===== src/rtl/alu_serial_seq.sv =====
// Bit-serial sequencer for a 1-bit ALU cell: feeds operand bits LSB first,
// recirculates the cell carry and collects the cell result into a WIDTH-bit word.
//
// state | meaning
// IDLE  | waiting for start; cell inputs held at 0
// RUN   | one operand bit pair per cycle presented to the cell
// DONE  | one-cycle done pulse, result and flags valid
module alu_serial_seq #(
   parameter int WIDTH = 4
) (
   input  logic             clk,
   input  logic             reset_n,
   input  logic             start,
   input  logic [WIDTH-1:0] a,
   input  logic [WIDTH-1:0] b,
   input  logic             arit,
   input  logic [1:0]       s,
   input  logic             c_in,
   output logic             cell_a,
   output logic             cell_b,
   output logic             cell_arit,
   output logic             cell_cin,
   output logic [1:0]       cell_s,
   input  logic             cell_out,
   input  logic             cell_cout,
   output logic [WIDTH-1:0] result,
   output logic             c_flag,
   output logic             z_flag,
   output logic             busy,
   output logic             done
);

   localparam int CW = $clog2(WIDTH) + 1;

   typedef enum logic [1:0] {
      IDLE = 2'd0,
      RUN  = 2'd1,
      DONE = 2'd2
   } state_t;

   state_t           state;
   logic [WIDTH-1:0] a_sh;
   logic [WIDTH-1:0] b_sh;
   logic [WIDTH-1:0] shreg;
   logic [WIDTH-1:0] shreg_nxt;
   logic             op_arit;
   logic [1:0]       op_s;
   logic             carry;
   logic [CW-1:0]    cnt;
   logic             in_run;

   assign in_run    = (state == RUN);
   assign shreg_nxt = {cell_out, shreg[WIDTH-1:1]};

   assign cell_a    = in_run & a_sh[0];
   assign cell_b    = in_run & b_sh[0];
   assign cell_cin  = in_run & carry;
   assign cell_arit = in_run & op_arit;
   assign cell_s    = in_run ? op_s : 2'b00;

   always_ff @(posedge clk or negedge reset_n) begin
      if (!reset_n) begin
         state   <= IDLE;
         a_sh    <= '0;
         b_sh    <= '0;
         shreg   <= '0;
         op_arit <= 1'b0;
         op_s    <= 2'b00;
         carry   <= 1'b0;
         cnt     <= '0;
         result  <= '0;
         c_flag  <= 1'b0;
         z_flag  <= 1'b0;
         busy    <= 1'b0;
         done    <= 1'b0;
      end else begin
         case (state)
            IDLE: begin
               done <= 1'b0;
               if (start) begin
                  a_sh    <= a;
                  b_sh    <= b;
                  op_arit <= arit;
                  op_s    <= s;
                  carry   <= c_in;
                  cnt     <= '0;
                  busy    <= 1'b1;
                  state   <= RUN;
               end
            end
            RUN: begin
               shreg <= shreg_nxt;
               a_sh  <= a_sh >> 1;
               b_sh  <= b_sh >> 1;
               carry <= cell_cout;
               cnt   <= cnt + CW'(1);
               // Last bit: capture the word including this cycle's cell output
               if (cnt == CW'(WIDTH - 1)) begin
                  result <= shreg_nxt;
                  c_flag <= op_arit & cell_cout;
                  z_flag <= ~|shreg_nxt;
                  done   <= 1'b1;
                  state  <= DONE;
               end
            end
            DONE: begin
               done  <= 1'b0;
               busy  <= 1'b0;
               state <= IDLE;
            end
            default: begin
               done  <= 1'b0;
               busy  <= 1'b0;
               state <= IDLE;
            end
         endcase
      end
   end

endmodule


===== config.mk =====
export PLATFORM = sky130hd
export DESIGN_NAME = alu_serial_seq
export DESIGN_NICKNAME = d
export VERILOG_FILES = /design/src/rtl/alu_serial_seq.sv
export SDC_FILE = /design/constraint.sdc
export NUM_CORES = 1
export LEC_CHECK = 0
export BUFFER_PORTS_ARGS = -buffer_cell sky130_fd_sc_hd__buf_2
export CAP_MARGIN = 20
export CORE_ASPECT_RATIO = 0.75
export CORE_UTILIZATION = 55
export DETAILED_ROUTE_END_ITERATION = 10
export GPL_ROUTABILITY_DRIVEN = 0
export GPL_TIMING_DRIVEN = 0
export PLACE_DENSITY = 0.81
export SLEW_MARGIN = 20
export SYNTH_ARGS = -nofsm -noshare
export SYNTH_HDL_FRONTEND = slang
export SYNTH_SLANG_ARGS = --single-unit

===== constraint.sdc =====
create_clock -name clk -period 3.4 [get_ports clk]
set_input_delay 0.34 -clock clk [delete_from_list [all_inputs] [get_ports clk]]
set_output_delay 0.34 -clock clk [all_outputs]
set_load 0.03 [all_outputs]

==> results.tsv, run 1 <==
stage	metric	value	unit
clocking	cts.sinks	28	
detailed_routing	drt_wl_total	2423	um
power	p_total	1467	uW
synthesis	synth.top_cell.area_share	54.90	%
outcome	status	finished with violations	
power	power_density	992.2	nW/um2
sta	slew_viol_final	0	
sta	worst_pin_slew	624.4	ps
synthesis	synthesis.area	1276	um2
detailed_routing	viasPerCell	5.435	
finish	fin_util	70.36	%
outcome	violations	DRC	
clocking	insertion_delay	320	ps
clocking	cts_setup_buffers	0	
global_route	antenna_found_initial	0	
setup_path	ff2ff_setup_slack	1940	ps
setup_path	path_depth	5	
sta	finalSetupTns	0	ps
finish	fin_cells	161	
setup_path	r2r-end	result[1]	
synthesis	synth_edf_count	0	
global_route	grt_pass1_vias	851	
synthesis	synth-warning-count	0	
setup_path	cp_slowest_cell	dfrtp_1	
sta	period_needed	1855	ps
detailed_routing	drt_pass1_iterations	7	
setup_path	worstPathCellList	buf_4 -> nor2b_1 -> buf_2 -> and2_1 -> buf_2	
setup_path	reg2regPathDepth	4	
setup_path	path_class	flop to output pin	
setup_path	critPathMostFrequentCell	buf_2	
clocking	cts_tree	done	
setup_path	crit_path_end_kind	output pin	
finish	area_delta_synth_final	15.88	%
sta	setup_slack	1545	ps
synthesis	synth_most_common_cell	dfrtp_1	
clocking	h-tree-depth	1	
detailed_routing	ant_nets	0	
global_route	grt_max_degree	29	
setup_path	crit_arrival	1510	ps
clocking	path_clk_slew	140	ps
power	power_leakage	0.0007463	uW
power	ir_drop	0.0005914	V
placement	place_ws	1921	ps
setup_path	critPathMaxFanout	10	
synthesis	synth_ff_type	dfrtp_1	
global_route	grt_pass1_wl	4167	um
detailed_routing	drc	1	
clocking	cts.repair.resized	0	
detailed_routing	vias	875	
synthesis	ys_ff_latch	28	
clocking	numCtsBuffers	3	
global_route	grt_overflow_total	0	
finish	diodes	0	
setup_path	cp_top_family	buffers and inverters	
setup_path	path_buf_inv	3	
placement	dpl.cell_count	158	
floorplan	start_util	60.71	%
global_route	grt_usage	22.73	%
setup_path	r2r-start	cnt[0]	
detailed_routing	drtIter0Drc	29	
floorplan	fp.dieArea	2519	um2
synthesis	synthArstFlopShare	100.0	%
finish	finalNetCount	158	
synthesis	synth_fp_nets	123	
clocking	root_buffer	clkbuf_4	
floorplan	rows	14	
worst_hold_path	hold_path.class	input port to async pin	
setup_path	cp.required	3060	ps
sta	setup_viol	0	
setup_path	cpPeakStageDelay	350	ps
sta	slew_headroom	58.37	%
placement	post-dp-hpwl	1747	um
sta	rsz0062_at_grt	false	
sta	max_freq	539.2	MHz
clocking	cts_hold_buf	0	
synthesis	synth_seq_area_share	54.90	%
finish	drive_gt1_share	38.69	%
sta	post-route-period-util	54.55	%
detailed_routing	avgRoutedWirePerCell	15.05	um
clocking	clockBufferDepth	2	
floorplan	fp.dieH	43.72	um
placement	numPortBuffers	30	
synthesis	yosys-top-cells-count	dfrtp_1, inv_1, mux2_2	
floorplan	coreArea	2102	um2
floorplan	fp.dieW	57.62	um
synthesis	synthCells	104	
synthesis	netlist.top_cell.by_area	dfrtp_1	
flow_run	drv_cap	0	
sta	hold_viol_final	0	
synthesis	synth_area_leaders	dfrtp_1, mux2_2, nor4b_1	
synthesis	syn_avg_cell_area	12.27	um2
floorplan	ios	31	
setup_path	crit_path_start_kind	flop	
sta	final.setup_skew	3.781	ps
synthesis	synth_cell_types	26	
## state kept, by name, summed over array words and instances (netlist names), 2 cells and up
signal / flops
op_s: 2
cnt: 3
state: 2
shreg: 3
a_sh: 4
result: 4
b_sh: 4
## area by class of cell
class / count / area (um2)
fillers: 171 / 623.1
flip-flops and latches: 28 / 700.7
plain buffers: 7 / 42.54
clock buffers: 3 / 22.52
repair buffers: 30 / 150.1
inverters: 12 / 45.04
well taps: 24 / 30.03
multi-input cells: 57 / 488.0
## logic make-up after synthesis
family,share of synthesized area (%)
AND/OR/NAND/NOR,16.47
flip-flops,54.90
buffers and inverters,6.862
AO/OA/AOI/OAI,8.433
multiplexers,11.37
adder cells (fa/ha/maj),1.960
## power by group
| part | internal [uW] | switching, uW | leakage [uW] |
|---|---|---|---|
| Sequential | 488 | 79.7 | 0.000338 |
| Clock | 41.5 | 91.8 | 0.0000138 |
| Combinational | 310 | 456 | 0.000395 |
| Total | 840 | 628 | 0.000746 |
## routing by layer
metal	routed length, um	up-vias	GRT usage (%)	share of wire [%]
li1	-	428	-	-
met1	1171	413	32.26	48
met2	1095	30	35.81	45
met3	128	4	6.269	5.3
met4	28	0	4.390	1.2
met5	0	-	0	0
## through the flow
| stage | cell area [um2] | hold WS (ps) |
|---|---|---|
| after detailed placement | 1456 | 393.0 |
| final | 1479 | 12.95 |
| after floorplan | 1276 | 44.41 |
| after global placement | 1456 | 377.9 |
| after global routing | 1479 | 39.37 |
| after CTS | 1479 | 27.78 |
## worst max path at each step
stage / start / end / slack (ps)
global placement: state[0] / cell_s[1] / 1940
floorplan: state[1] / cell_a / 1890
finish: state[0] / cell_arit / 1550
CTS: state[0] / cell_arit / 1540
global route: state[0] / cell_arit / 1450
detailed placement: state[0] / cell_arit / 1920
## worst register-to-register path: cells and delay by family, from the launching register on
kind | cells | cell delay, ps
fa+ha+maj | 2 | 440
flops | 1 | 420
mux | 1 | 350
simple gates | 1 | 150
## layout by cell type (no fill, tap or decap), drive strengths merged
| cell type | count |
|---|---|
| dfrtp | 28 |
| a22o | 3 |
| and2 | 3 |
| mux2i | 1 |
| nor2 | 5 |
| mux2 | 12 |
| buf | 35 |
| ha | 2 |
| clkbuf | 5 |
| nor3b | 6 |
| o2bb2ai | 1 |
| nand2b | 3 |
| a21oi | 2 |
| nor2b | 1 |
| inv | 12 |
| o21bai | 1 |
| nand2 | 1 |
| nand3b | 1 |
| a211oi | 5 |
| nor4b | 7 |
| a221oi | 2 |
| nor4 | 1 |
No activity file was read; power rests on OpenSTA's default activity.
==> run 2: changes to the inputs <==
Settings changed: CORE_UTILIZATION 55 to 51, PLACE_DENSITY 0.81 to 0.76.
Clock period 3.4 ns to 1.8 ns, I/O delays scaled along.
==> results.tsv, run 2 (synthesis results as in run 1) <==
stage	metric	value	unit	change
finish	diodes	0		unchanged
sta	setup_viol	0		unchanged
setup_path	r2r-start	cnt[0]		
clocking	clockBufferDepth	2		unchanged
setup_path	cp_slowest_cell	dfrtp_1		
detailed_routing	viasPerCell	5.192		-4.5%
detailed_routing	met2_length	1100	um	+0.46%
sta	hold_viol_final	0		unchanged
sta	max_freq	580.3	MHz	
power	ir_drop	0.001196	V	+100%
worst_hold_path	hold_path_end	a_sh[3]		
finish	final_cell_mix	buf_2, dfrtp_1, inv_1, mux2_2, nor4b_1		
finish	finalInstanceArea	1506	um2	+1.9%
sta	final.setup_skew	12.60	ps	+8.818 ps
floorplan	fp.dieArea	2708	um2	+7.5%
sta	worst_pin_slew	597.6	ps	-26.74 ps
global_route	antenna_found_initial	0		unchanged
detailed_routing	drt_pass1_iterations	4		-3
sta	slew_viol_final	0		unchanged
setup_path	reg2regPathDepth	4		unchanged
setup_path	path_class	flop to output pin		
detailed_routing	drc	0		-1
floorplan	start_util	54.84	%	-5.9 points
setup_path	crit_arrival	1540	ps	+30 ps
detailed_routing	wl_met3	108	um	-16%
sta	rsz0062_at_grt	false		
clocking	cts_setup_buffers	0		unchanged
flow_run	drv_cap	0		unchanged
sta	finalSetupTns	0	ps	unchanged
placement	placed_area	1469	um2	+0.86%
detailed_routing	maxUsedRoutingLayer	met4		
sta	period_needed	1723	ps	
floorplan	fp.dieW	59.76	um	+3.7%
global_route	grt_pass1_wl	3891	um	-6.6%
setup_path	r2r-end	result[1]		
setup_path	cp_top_family	buffers and inverters		
setup_path	worstPathCellList	buf_4 -> nor2b_1 -> clkbuf_4 -> and2_1 -> buf_2		
floorplan	rows	15		+1
global_route	grt_overflow_total	0		unchanged
finish	area_delta_synth_final	18.04	%	
setup_path	path_buf_inv	3		unchanged
global_route	grt_pass1_vias	803		-5.6%
power	power_leakage	0.0007515	uW	+0.69%
detailed_routing	met1Wirelength	1094	um	-6.6%
clocking	root_buffer	clkbuf_4		
placement	numPortBuffers	30		unchanged
clocking	h-tree-depth	1		unchanged
setup_path	crit_path_start_kind	flop		
global_route	grt_max_degree	29		unchanged
clocking	path_clk_slew	150	ps	about the same
clocking	numCtsBuffers	3		unchanged
sta	post-route-period-util	95.74	%	
power	power_density	1848	nW/um2	+86%
setup_path	cp.required	1620	ps	-1440 ps
finish	finalNetCount	159		+0.63%
setup_path	critPathMaxFanout	10		unchanged
setup_path	crit_path_end_kind	output pin		
setup_path	ff2ff_setup_slack	330	ps	-1610 ps
clocking	cts.sinks	28		unchanged
floorplan	ios	31		unchanged
detailed_routing	vias	893		+2.1%
floorplan	coreArea	2327	um2	+11%
finish	layout_commonest_cell	buf_2		
detailed_routing	avgRoutedWirePerCell	13.46	um	-11%
detailed_routing	ant_nets	0		unchanged
sta	slew_headroom	60.16	%	+1.8 points
worst_hold_path	hold_path.class	input port to flop		
global_route	grt_usage	20.36	%	-2.4 points
placement	post-dp-hpwl	1719	um	-1.6%
clocking	insertion_delay	330	ps	about the same
finish	fin_util	64.73	%	-5.6 points
detailed_routing	drtIter0Drc	29		unchanged
setup_path	cpPeakStageDelay	390	ps	+40 ps
finish	drive_gt1_share	38.41	%	-0.28 points
finish	reg_top3	a_sh (4), b_sh (4), result (4)		
worst_hold_path	whs_path_depth	2		
floorplan	fp.dieH	45.32	um	+3.7%
worst_hold_path	worstHoldStart	a[3]		
detailed_routing	drt_wl_total	2315	um	-4.5%
clocking	cts_tree	done		
outcome	status	complete, no violations		
run 2: cell count changes in the layout (fill, tap and decap cells not counted):
cell,before,now
buf_2,33,31
dlygate4sd3_1,0,1
clkbuf_4,3,5
run 2: metal layers:
metal  vias up  track usage [%]
li1        430                -
met5         -                0
met3         2            7.450
met1       444            28.33
met2        17            31.56
met4         0            2.791
run 2: cell type report:
cell class | instances | area, um2
multi-input combinational | 57 | 488.0
buffer | 7 | 45.04
timing repair buffer | 31 | 162.7
fill | 213 | 820.8
sequential | 28 | 700.7
tap | 34 | 42.54
inverter | 12 | 45.04
clock buffer | 3 | 22.52
run 2: per-stage QoR:
stage | std cells | hold WS, ps | setup WS, ps | power, uW
6_report | 172 | 47.14 | 76.67 | 2783
5_1_grt | 172 | 38.33 | 0.02021 | 2996
4_1_cts | 172 | 47.82 | 63.59 | 2795
3_5_place_dp | 168 | 228.1 | 343.5 | 2540
3_3_place_gp | 168 | 222.8 | 381.8 | 2470
2_1_floorplan | 104 | -115.6 | 450.3 | 2159
run 2: repair_timing:
action,CTS,global route
endpoints found under the hold margin,28,0
hold buffers,1,0
endpoints found under the setup margin,0,3
resized for setup,0,2
run 2: how the worst max path moves through the flow:
| stage | startpoint | to | slack (ps) | cells past startpoint |
|---|---|---|---|---|
| after floorplan | state[1] | cell_a | 450 | 4 |
| after global placement | cnt[0] | result[0] | 380 | 4 |
| after detailed placement | cnt[0] | result[1] | 340 | 4 |
| after CTS | state[0] | cell_arit | 60 | 5 |
| after global routing | state[0] | cell_arit | 0.02 | 5 |
| final | state[0] | cell_arit | 80 | 5 |
run 2: power by group:
part | internal (uW) | switching [uW] | total, uW
registers | 923 | 149 | 1070
logic | 599 | 855 | 1450
clock network | 78.8 | 179 | 258
total | 1600 | 1180 | 2780
==> run 3: changes to the inputs <==
Settings changed: RECOVER_POWER set to 50.
==> results.tsv, run 3 (synthesis results as in run 1) <==
stage	metric	value	unit	change
detailed_routing	vias	896		+0.34%
global_route	grt_overflow_total	0		unchanged
global_route	antenna_found_initial	0		unchanged
finish	finalNetCount	159		unchanged
finish	area_delta_synth_final	17.65	%	
clocking	numCtsBuffers	3		unchanged
setup_path	path_class	flop to output pin		
global_route	grt_max_degree	29		unchanged
sta	setup_viol	0		unchanged
setup_path	reg2regPathDepth	4		unchanged
clocking	cts_tree	done		
finish	final_cell_mix	dfrtp_1, buf_2, inv_1, mux2_2, nor4b_1		
sta	hold_viol_final	0		unchanged
floorplan	start_util	54.84	%	unchanged
setup_path	crit_path_start_kind	flop		
floorplan	ios	31		unchanged
floorplan	coreArea	2327	um2	unchanged
floorplan	fp.dieH	45.32	um	unchanged
setup_path	critPathMaxFanout	10		unchanged
clocking	root_buffer	clkbuf_4		
clocking	insertion_delay	330	ps	about the same
worst_hold_path	hold_path_end	a_sh[3]		
placement	dpl.cell_count	168		unchanged
sta	final.setup_skew	12.18	ps	-0.4238 ps
placement	numPortBuffers	30		unchanged
outcome	status	complete, no violations		
setup_path	r2r-end	result[1]		
setup_path	cp.required	1620	ps	about the same
floorplan	fp.dieW	59.76	um	unchanged
finish	reg_top3	a_sh (4), b_sh (4), result (4)		
setup_path	ff2ff_setup_slack	330	ps	about the same
finish	layout_commonest_cell	dfrtp_1		
global_route	grt_pass1_vias	803		unchanged
floorplan	rows	15		unchanged
global_route	grt_usage	20.36	%	unchanged
finish	n_fill_cell	216		+1.4%
sta	rsz0062_at_grt	false		
detailed_routing	drc	0		unchanged
sta	slew_headroom	55.65	%	-4.5 points
finish	drive_gt1_share	35.51	%	-2.9 points
power	ir_drop	0.001195	V	about the same
power	power_density	1846	nW/um2	about the same
sta	slew_viol_final	0		unchanged
floorplan	fp.dieArea	2708	um2	unchanged
clocking	cts.sinks	28		unchanged
clocking	path_clk_slew	150	ps	about the same
detailed_routing	avgRoutedWirePerCell	13.46	um	unchanged
sta	period_needed	1723	ps	-0.8012 ps
setup_path	r2r-start	cnt[0]		
sta	worst_pin_slew	665.3	ps	+67.67 ps
finish	fin_cells	172		unchanged
clocking	clockBufferDepth	2		unchanged
worst_hold_path	worstHoldStart	a[3]		
clocking	h-tree-depth	1		unchanged
sta	finalSetupTns	0	ps	unchanged
finish	multi_input_area	488.0	um2	unchanged
detailed_routing	drtIter0Drc	27		-6.9%
sta	post-route-period-util	95.70	%	about the same
detailed_routing	viasPerCell	5.209		+0.34%
setup_path	crit_path_end_kind	output pin		
setup_path	crit_arrival	1540	ps	about the same
detailed_routing	drt_wl_total	2315	um	unchanged
detailed_routing	drt_pass1_iterations	4		unchanged
sta	max_freq	580.5	MHz	about the same
finish	diodes	0		unchanged
flow_run	drv_cap	0		unchanged
worst_hold_path	hold_path.class	input port to flop		
worst_hold_path	whs_path_depth	2		unchanged
placement	post-dp-hpwl	1719	um	unchanged
power	power_leakage	0.0007401	uW	-1.5%
detailed_routing	ant_nets	0		unchanged
finish	seqCellArea	700.7	um2	unchanged
clocking	cts_setup_buffers	0		unchanged
global_route	grt_pass1_wl	3891	um	unchanged
-- run 3: cell types whose count changed in the layout (fill, tap and decap cells not counted) --
cell | previous run | this run
clkbuf_2 | 1 | 2
clkbuf_1 | 1 | 5
buf_2 | 31 | 26
-- run 3: worst max-delay path by stage --
stage | from | to | slack [ps] | cells after the start
5_1_grt | state[0] | cell_arit | 0.02 | 5
3_3_place_gp | cnt[0] | result[0] | 380 | 4
6_report | state[0] | cell_arit | 80 | 5
2_1_floorplan | state[1] | cell_a | 450 | 4
4_1_cts | state[0] | cell_arit | 60 | 5
3_5_place_dp | cnt[0] | result[1] | 340 | 4
-- run 3: cell type report --
| cell class | count | area share, % |
|---|---|---|
| multi-input cells | 57 | 32.50 |
| clock buffers | 3 | 1.500 |
| inverters | 12 | 3.000 |
| flip-flops and latches | 28 | 46.67 |
| well taps | 34 | 2.833 |
| plain buffers | 7 | 3.000 |
| repair buffers | 31 | 10.50 |
-- run 3: routing by layer --
| metal | global-route usage (%) | wire, um | share of wire (%) | up-vias |
|---|---|---|---|---|
| met2 | 31.56 | 1094 | 47 | 17 |
| met4 | 2.791 | 11 | 0.48 | 0 |
| met3 | 7.450 | 109 | 4.7 | 2 |
| met1 | 28.33 | 1100 | 48 | 447 |
| li1 | - | - | - | 430 |
| met5 | 0 | 0 | 0 | - |
-- run 3: worst max-delay path, cell delays in order, from the launching register on --
cell	delay, ps
dfrtp_1	390
buf_4	180
nor2b_1	140
clkbuf_4	170
and2_1	160
buf_2	170
-- run 3: power by group --
part	total [uW]	internal (uW)	switching, uW	leakage, uW
Sequential	1070	923	150	0.000338
Clock	257	78.8	179	0.0000138
Combinational	1440	587	855	0.000389
-- run 3: repair_timing --
action                                  CTS  global route
resized for setup                         0             2
endpoints found under the hold margin    28             0
hold buffers                              1             0
endpoints found under the setup margin    0             3
-- run 3: stage by stage --
| step | total power, uW | setup slack, ps | instance area (um2) | util [%] | hold slack [ps] |
|---|---|---|---|---|---|
| after CTS | 2795 | 63.59 | 1501 | 64.52 | 47.82 |
| final | 2772 | 77.47 | 1501 | 64.52 | 47.81 |
| after global placement | 2470 | 381.8 | 1469 | 63.12 | 222.8 |
| after detailed placement | 2540 | 343.5 | 1469 | 63.12 | 228.1 |
| after floorplan | 2159 | 450.3 | 1276 | - | -115.6 |
| after global routing | 2986 | 0.02021 | 1501 | 64.52 | 38.33 |
